## config.mk

```make
export PLATFORM = sky130hd
export DESIGN_NAME = mem_port_scheduler
export DESIGN_NICKNAME = d
export VERILOG_FILES = /design/src/rtl/mem_port_scheduler.sv
export SDC_FILE = /design/constraint.sdc
export NUM_CORES = 1
export LEC_CHECK = 0
export ABC_AREA = 1
export CELL_PAD_IN_SITES_DETAIL_PLACEMENT = 2
export CELL_PAD_IN_SITES_GLOBAL_PLACEMENT = 2
export CORE_ASPECT_RATIO = 0.5
export CORE_MARGIN = 1
export CORE_UTILIZATION = 20
export CTS_BUF_LIST = sky130_fd_sc_hd__clkbuf_16
export CTS_CLUSTER_DIAMETER = 30
export DETAILED_ROUTE_END_ITERATION = 6
export PLACE_DENSITY = 0.87
export REMOVE_ABC_BUFFERS = 1
export SLEW_MARGIN = 30
export SYNTH_ARGS = -nofsm -noshare
export SYNTH_HDL_FRONTEND = slang
export SYNTH_SLANG_ARGS = --single-unit
export TNS_END_PERCENT = 10
```

## constraint.sdc

```tcl
create_clock -name clk -period 2.2 [get_ports clk]
set_clock_uncertainty 0.1 [all_clocks]
set_input_delay 0.33 -clock clk [delete_from_list [all_inputs] [get_ports clk]]
set_output_delay 0.33 -clock clk [all_outputs]
set_load 0.02 [all_outputs]
```

## src/rtl/mem_port_scheduler.sv

```systemverilog
// Purpose : arbitrates I-fill, D-fill and D-store traffic onto one pipelined memory port
//           and steers returned beats into the owning cache's data/tag arrays.
// Latency : store = 1 cycle after grant; fill = BLOCK_WORDS + MEM_LATENCY cycles after grant.
// Backpr. : requesters hold their request until done; the memory port is never stalled.
// Option  : define MEM_PORT_CRITICAL_WORD_FIRST_EN to start each fill at the missing word.
module mem_port_scheduler #(
  parameter int MEM_LATENCY = 4,
  parameter int BLOCK_WORDS = 8
) (
  input  logic        clk,
  input  logic        rst,
  input  logic        i_miss,
  input  logic [15:0] i_miss_addr,
  input  logic        d_miss,
  input  logic [15:0] d_miss_addr,
  input  logic        d_write,
  input  logic [15:0] d_write_addr,
  input  logic [15:0] d_write_data,
  input  logic [15:0] mem_data_in,
  input  logic        mem_data_valid,
  output logic        mem_enable,
  output logic        mem_wr,
  output logic [15:0] mem_addr,
  output logic [15:0] mem_data_out,
  output logic [15:0] fill_addr,
  output logic [15:0] fill_data,
  output logic        i_load_data,
  output logic        i_load_tag,
  output logic        d_load_data,
  output logic        d_load_tag,
  output logic        i_done,
  output logic        d_done,
  output logic        busy
);

  localparam int CW  = $clog2(BLOCK_WORDS);
  localparam int OFF = CW + 1;
  localparam int DW  = $clog2(MEM_LATENCY + 1);

  typedef enum logic [2:0] {DRAIN, IDLE, WRITE, FILL_I, FILL_D} state_t;
  typedef enum logic {GNT_I, GNT_D} gnt_t;

  state_t         state;
  gnt_t           last_grant;
  logic [DW-1:0]  drain_cnt;
  logic [CW-1:0]  iss_cnt;
  logic [CW-1:0]  rcv_cnt;
  logic [CW-1:0]  fill_start;
  logic [15:0]    fill_base;
  logic           issuing;

  logic           in_fill;
  logic           first_issue;
  logic           beat;
  logic           last_beat;
  logic           grant_d;
  logic           grant_i;
  logic [15:0]    sel_addr;
  logic [15:0]    sel_base;
  logic [CW-1:0]  sel_start;

  function automatic logic [15:0] word_addr(input logic [15:0] base, input logic [CW-1:0] idx);
    return base | (16'(idx) << 1);
  endfunction

  // Grant decision and block geometry of the selected miss, evaluated while IDLE
  always_comb begin
    grant_d  = !d_write && d_miss && (!i_miss || last_grant == GNT_I);
    grant_i  = !d_write && i_miss && (!d_miss || last_grant == GNT_D);
    sel_addr = grant_d ? d_miss_addr : i_miss_addr;
    sel_base = sel_addr & ~16'(2 * BLOCK_WORDS - 1);
`ifdef MEM_PORT_CRITICAL_WORD_FIRST_EN
    sel_start = sel_addr[OFF-1:1];
`else
    sel_start = '0;
`endif
  end

  // Beat acceptance and cache-side strobes; combinational so the strobe lines up with the
  // memory beat. The first fill cycle carries the first request, so a beat there is stale.
  always_comb begin
    in_fill     = (state == FILL_I) || (state == FILL_D);
    first_issue = issuing && (iss_cnt == CW'(1));
    beat        = !rst && in_fill && mem_data_valid && !first_issue;
    last_beat   = beat && (rcv_cnt == CW'(BLOCK_WORDS - 1));
    fill_data   = beat ? mem_data_in : 16'h0;
    fill_addr   = beat ? word_addr(fill_base, fill_start + rcv_cnt) : 16'h0;
    i_load_data = beat && (state == FILL_I);
    i_load_tag  = last_beat && (state == FILL_I);
    d_load_data = beat && (state == FILL_D);
    d_load_tag  = last_beat && (state == FILL_D);
    i_done      = i_load_tag;
    d_done      = d_load_tag || (!rst && state == WRITE);
    busy        = !rst && (state != IDLE);
  end

  // Scheduler FSM with registered memory-request outputs
  always_ff @(posedge clk) begin
    if (rst) begin
      state        <= DRAIN;
      drain_cnt    <= DW'(MEM_LATENCY);
      iss_cnt      <= '0;
      rcv_cnt      <= '0;
      fill_start   <= '0;
      fill_base    <= 16'h0;
      issuing      <= 1'b0;
      last_grant   <= GNT_I;
      mem_enable   <= 1'b0;
      mem_wr       <= 1'b0;
      mem_addr     <= 16'h0;
      mem_data_out <= 16'h0;
    end else begin
      case (state)
        DRAIN: begin
          drain_cnt <= drain_cnt - 1'b1;
          if (drain_cnt <= DW'(1)) state <= IDLE;
        end
        IDLE: begin
          if (d_write) begin
            state        <= WRITE;
            mem_enable   <= 1'b1;
            mem_wr       <= 1'b1;
            mem_addr     <= d_write_addr;
            mem_data_out <= d_write_data;
          end else if (grant_d || grant_i) begin
            state      <= grant_d ? FILL_D : FILL_I;
            fill_base  <= sel_base;
            fill_start <= sel_start;
            mem_enable <= 1'b1;
            mem_wr     <= 1'b0;
            mem_addr   <= word_addr(sel_base, sel_start);
            iss_cnt    <= CW'(1);
            rcv_cnt    <= '0;
            issuing    <= 1'b1;
          end
        end
        WRITE: begin
          state        <= IDLE;
          last_grant   <= GNT_D;
          mem_enable   <= 1'b0;
          mem_wr       <= 1'b0;
          mem_addr     <= 16'h0;
          mem_data_out <= 16'h0;
        end
        FILL_I, FILL_D: begin
          // iss_cnt wraps to 0 once the whole block has been requested
          if (issuing) begin
            if (iss_cnt == '0) begin
              issuing    <= 1'b0;
              mem_enable <= 1'b0;
              mem_addr   <= 16'h0;
            end else begin
              mem_addr <= word_addr(fill_base, fill_start + iss_cnt);
              iss_cnt  <= iss_cnt + 1'b1;
            end
          end
          if (beat) begin
            rcv_cnt <= rcv_cnt + 1'b1;
            if (last_beat) begin
              state      <= IDLE;
              last_grant <= (state == FILL_D) ? GNT_D : GNT_I;
            end
          end
        end
        default: state <= DRAIN;
      endcase
    end
  end

endmodule

```

==> results.py <==
metrics = {
    "die": {
        "ios": 159,
        "die_h_um": 92.34,
        "row_count": 32,
        "initial_core_util_pct": 20.85,
        "die_x_um": 182.7,
        "die_area_um2": 16870,
        "coreArea_um2": 15660,
    },
    "routing": {
        "routed_wl_mm": 20.43,
        "routedWlPerCell_um": 22.30,
        "first_pass_iters": 4,
        "drc": 0,
        "viasPerCell": 4.822,
        "vias": 4417,
        "drt-initial-drc-count": 261,
        "ant_nets": 0,
    },
    "worst_setup_path": {
        "worstSetupPathType": "reg -> reg",
        "slowest_delay_ns": 0.38,
        "critical_path_required_ns": 2.35,
        "cp_max_fo": 13,
        "cp-endpoint": "iss_cnt[1]",
        "critPathTopFamily": "simple AND/OR/NAND/NOR gates",
        "cp.arrival_ns": 2.56,
        "r2r-start": "iss_cnt[0]",
        "cpMaxStageDelayCell": "dfxtp_1",
        "crit_top_cell": "nand3_1",
        "worst_r2r_path_depth": 8,
        "crit-reg2reg-capture": "iss_cnt[1]",
        "worst-path-stages": 8,
        "path_cells": "buf_4, inv_1, ha_1, nand2_1, nand3_1, inv_2, nand3_1, a21oi_1",
        "crit_path_start_kind": "flop",
        "crit_buf_inv": 3,
        "rrSetupSlack_ns": -0.20,
        "critPathLaunch": "iss_cnt[0]",
        "critical_path.endpoint_type": "flop",
    },
    "placed_design": {
        "port-buffer-count": 149,
        "place.gp.congestion": 0.7845,
        "dp_hpwl_mm": 12.03,
    },
    "logic_synthesis": {
        "synth_edf_count": 0,
        "ys_top_cells_by_count": "119 x nand2_1, 113 x nor2_1, 60 x dfxtp_1, 54 x inv_1, 41 x o21ai_0",
        "synth_area_per_cell_um2": 6.302,
        "async_flop_share_pct": 0,
        "synth_top_area_share_pct": 36.80,
        "netlist_instances": 518,
        "yosysWarningCount": 0,
        "synth_most_common_cell": "nand2_1",
        "synth_top_cell_by_area": "dfxtp_1",
        "seq_area_frac_synth_pct": 36.80,
        "dominantRegCellSynth": "dfxtp_1",
        "synth.area.top_cells": "dfxtp_1 37%, nand2_1 14%, nor2_1 13%",
        "syn_area_um2": 3264,
        "ys_types": 28,
        "synth_seq_cells": 60,
    },
    "global_routing": {
        "antenna_found_initial": 0,
        "grt-ovfl-total": 0,
        "first_global_vias": 4681,
        "grt_first_pass_wirelength_mm": 26.23,
        "grt_max_degree": 39,
        "track_usage_pct": 20.25,
    },
    "cells_and_area": {
        "syn2layout_area_growth_pct": 73.94,
        "final_util_pct": 36.27,
        "drive_gt1_share_pct": 20.00,
        "fin_nets": 783,
        "diodes": 0,
    },
    "timing": {
        "fin_ws_ns": -0.2024,
        "fmax_mhz": 416.3,
        "rsz0062_at_grt": "true",
        "whs_ns": 0.3607,
        "max_slew_margin_pct": 65.27,
        "final-setup-viol-count": 33,
        "maxSlewViolCount": 0,
        "hold_viol": 0,
        "post-route-period-util_pct": 109.2,
        "worstMarginPinSlew_ns": 0.5209,
        "min_period_ns": 2.402,
        "final.setup.tns_ns": -2.331,
    },
    "pwr": {
        "powerDensity_nw_per_um2": 1007,
        "p_leak_uw": 0.002449,
        "totalPowerFinal_uw": 5718,
        "vdd_drop_max_uv": 360.1,
    },
    "clocking": {
        "htreeDepth": 3,
        "cts_buffers": 9,
        "cts.clk_slew.worst_paths_ns": 0.06,
        "clock_latency_ns": 0.35,
        "hold_buffers": 0,
        "cts_sinks": 60,
        "ctsRootBufferMaster": "clkbuf_16",
        "clk_path_buf_depth": 2,
        "cts_tree": "done",
    },
    "run_status": {
        "failed_checks": "setup timing",
        "status": "finished, violations left",
    },
    "run": {
        "drv_cap": 0,
    },
    "min_path": {
        "hold_path_class": "reg -> reg",
    },
}
[area by class of cell]
type	count	area [um2]
inverters	59	231.5
repair buffers	187	1792
multi-input cells	372	1848
flip-flops and latches	60	1206
repair inverters	1	16.27
fillers	1822	9977
well taps	221	276.5
clock inverters	7	82.58
clock buffers	9	225.2
[metal layers]
| metal | vias to the layer above | routed length (um) | track usage (%) |
|---|---|---|---|
| met3 | 69 | 807 | 3.618 |
| met5 | - | 0 | 0 |
| met4 | 0 | 950 | 9.804 |
| met1 | 2192 | 8152 | 22.29 |
| li1 | 1986 | - | - |
| met2 | 170 | 10520 | 37.85 |
[cell usage in the layout, fill, tap and decap left out, types with 2 or more instances in the layout]
| cell | n |
|---|---|
| nor2_1 | 94 |
| nand3_1 | 19 |
| buf_4 | 38 |
| dfxtp_2 | 4 |
| buf_2 | 14 |
| o21ai_0 | 41 |
| clkbuf_16 | 10 |
| inv_2 | 5 |
| a21oi_1 | 23 |
| bufinv_16 | 2 |
| dfxtp_1 | 56 |
| clkdlybuf4s50_1 | 110 |
| nand3_2 | 4 |
| clkinv_2 | 3 |
| inv_1 | 53 |
| buf_6 | 15 |
| buf_12 | 5 |
| nor3_1 | 2 |
| nand2_1 | 118 |
| a31oi_1 | 13 |
| nand4_1 | 13 |
| nor2_2 | 10 |
| ha_1 | 6 |
| nand2_2 | 4 |
| nor2_4 | 14 |
[flip-flops by register name, indices dropped and copies added (netlist names)]
name,cells
drain_cnt,3
fill_base,12
state,3
last_grant,1
mem_enable,1
mem_data_out,16
mem_addr,16
issuing,1
mem_wr,1
iss_cnt,3
rcv_cnt,3
[repair_timing]
item                       4_1_cts  5_1_grt
gates resized for setup        170       71
setup endpoints to repair       38       43
gates cloned                     1        1
pin swaps                        2        4
buffers inserted                 1        3
[stage by stage]
stage	cell area, um2	setup slack, ns	std cells
after floorplan	3124	-0.1020	491
after global placement	5190	-0.4433	894
after detailed placement	5190	-0.5603	894
after CTS	5510	-0.02969	912
after global routing	5678	-0.2553	916
final	5678	-0.2024	916
[worst register-to-register path, cell delays in order, from the launching register on]
cell,delay (ns)
dfxtp_1,0.38
buf_4,0.15
inv_1,0.11
ha_1,0.24
nand2_1,0.14
nand3_1,0.25
inv_2,0.36
nand3_1,0.31
a21oi_1,0.27
[worst min-delay path by stage]
stage | from | cells past startpoint | endpoint | slack (ns)
after global routing | mem_data_out[14] | 2 | mem_data_out[14] | 0.40
final | mem_data_out[5] | 2 | mem_data_out[5] | 0.36
after global placement | last_grant | 2 | last_grant | 0.33
after detailed placement | mem_data_out[0] | 2 | mem_data_out[0] | 0.36
after CTS | mem_data_out[0] | 2 | mem_data_out[0] | 0.36
after floorplan | rst | 1 | iss_cnt[1] | 0.30
[cells by family (layout without fill, tap and decap cells)]
logic type,Yosys count,in the layout,share of synthesized area (%)
AOI/OAI and AO/OA,83,83,13.42
xor gates and xnor gates,1,1,0.2684
adders and majority gates,7,7,2.683
buffers and inverters,86,263,11.08
DFF,60,60,36.80
other,1,1,0.1149
and+or+nand+nor,280,280,35.65
[where the power goes]
part           internal [uW]  switching [uW]
logic                    955            1690
clock network            978             572
registers               1330             189
No activity file was read; power rests on OpenSTA's default activity.
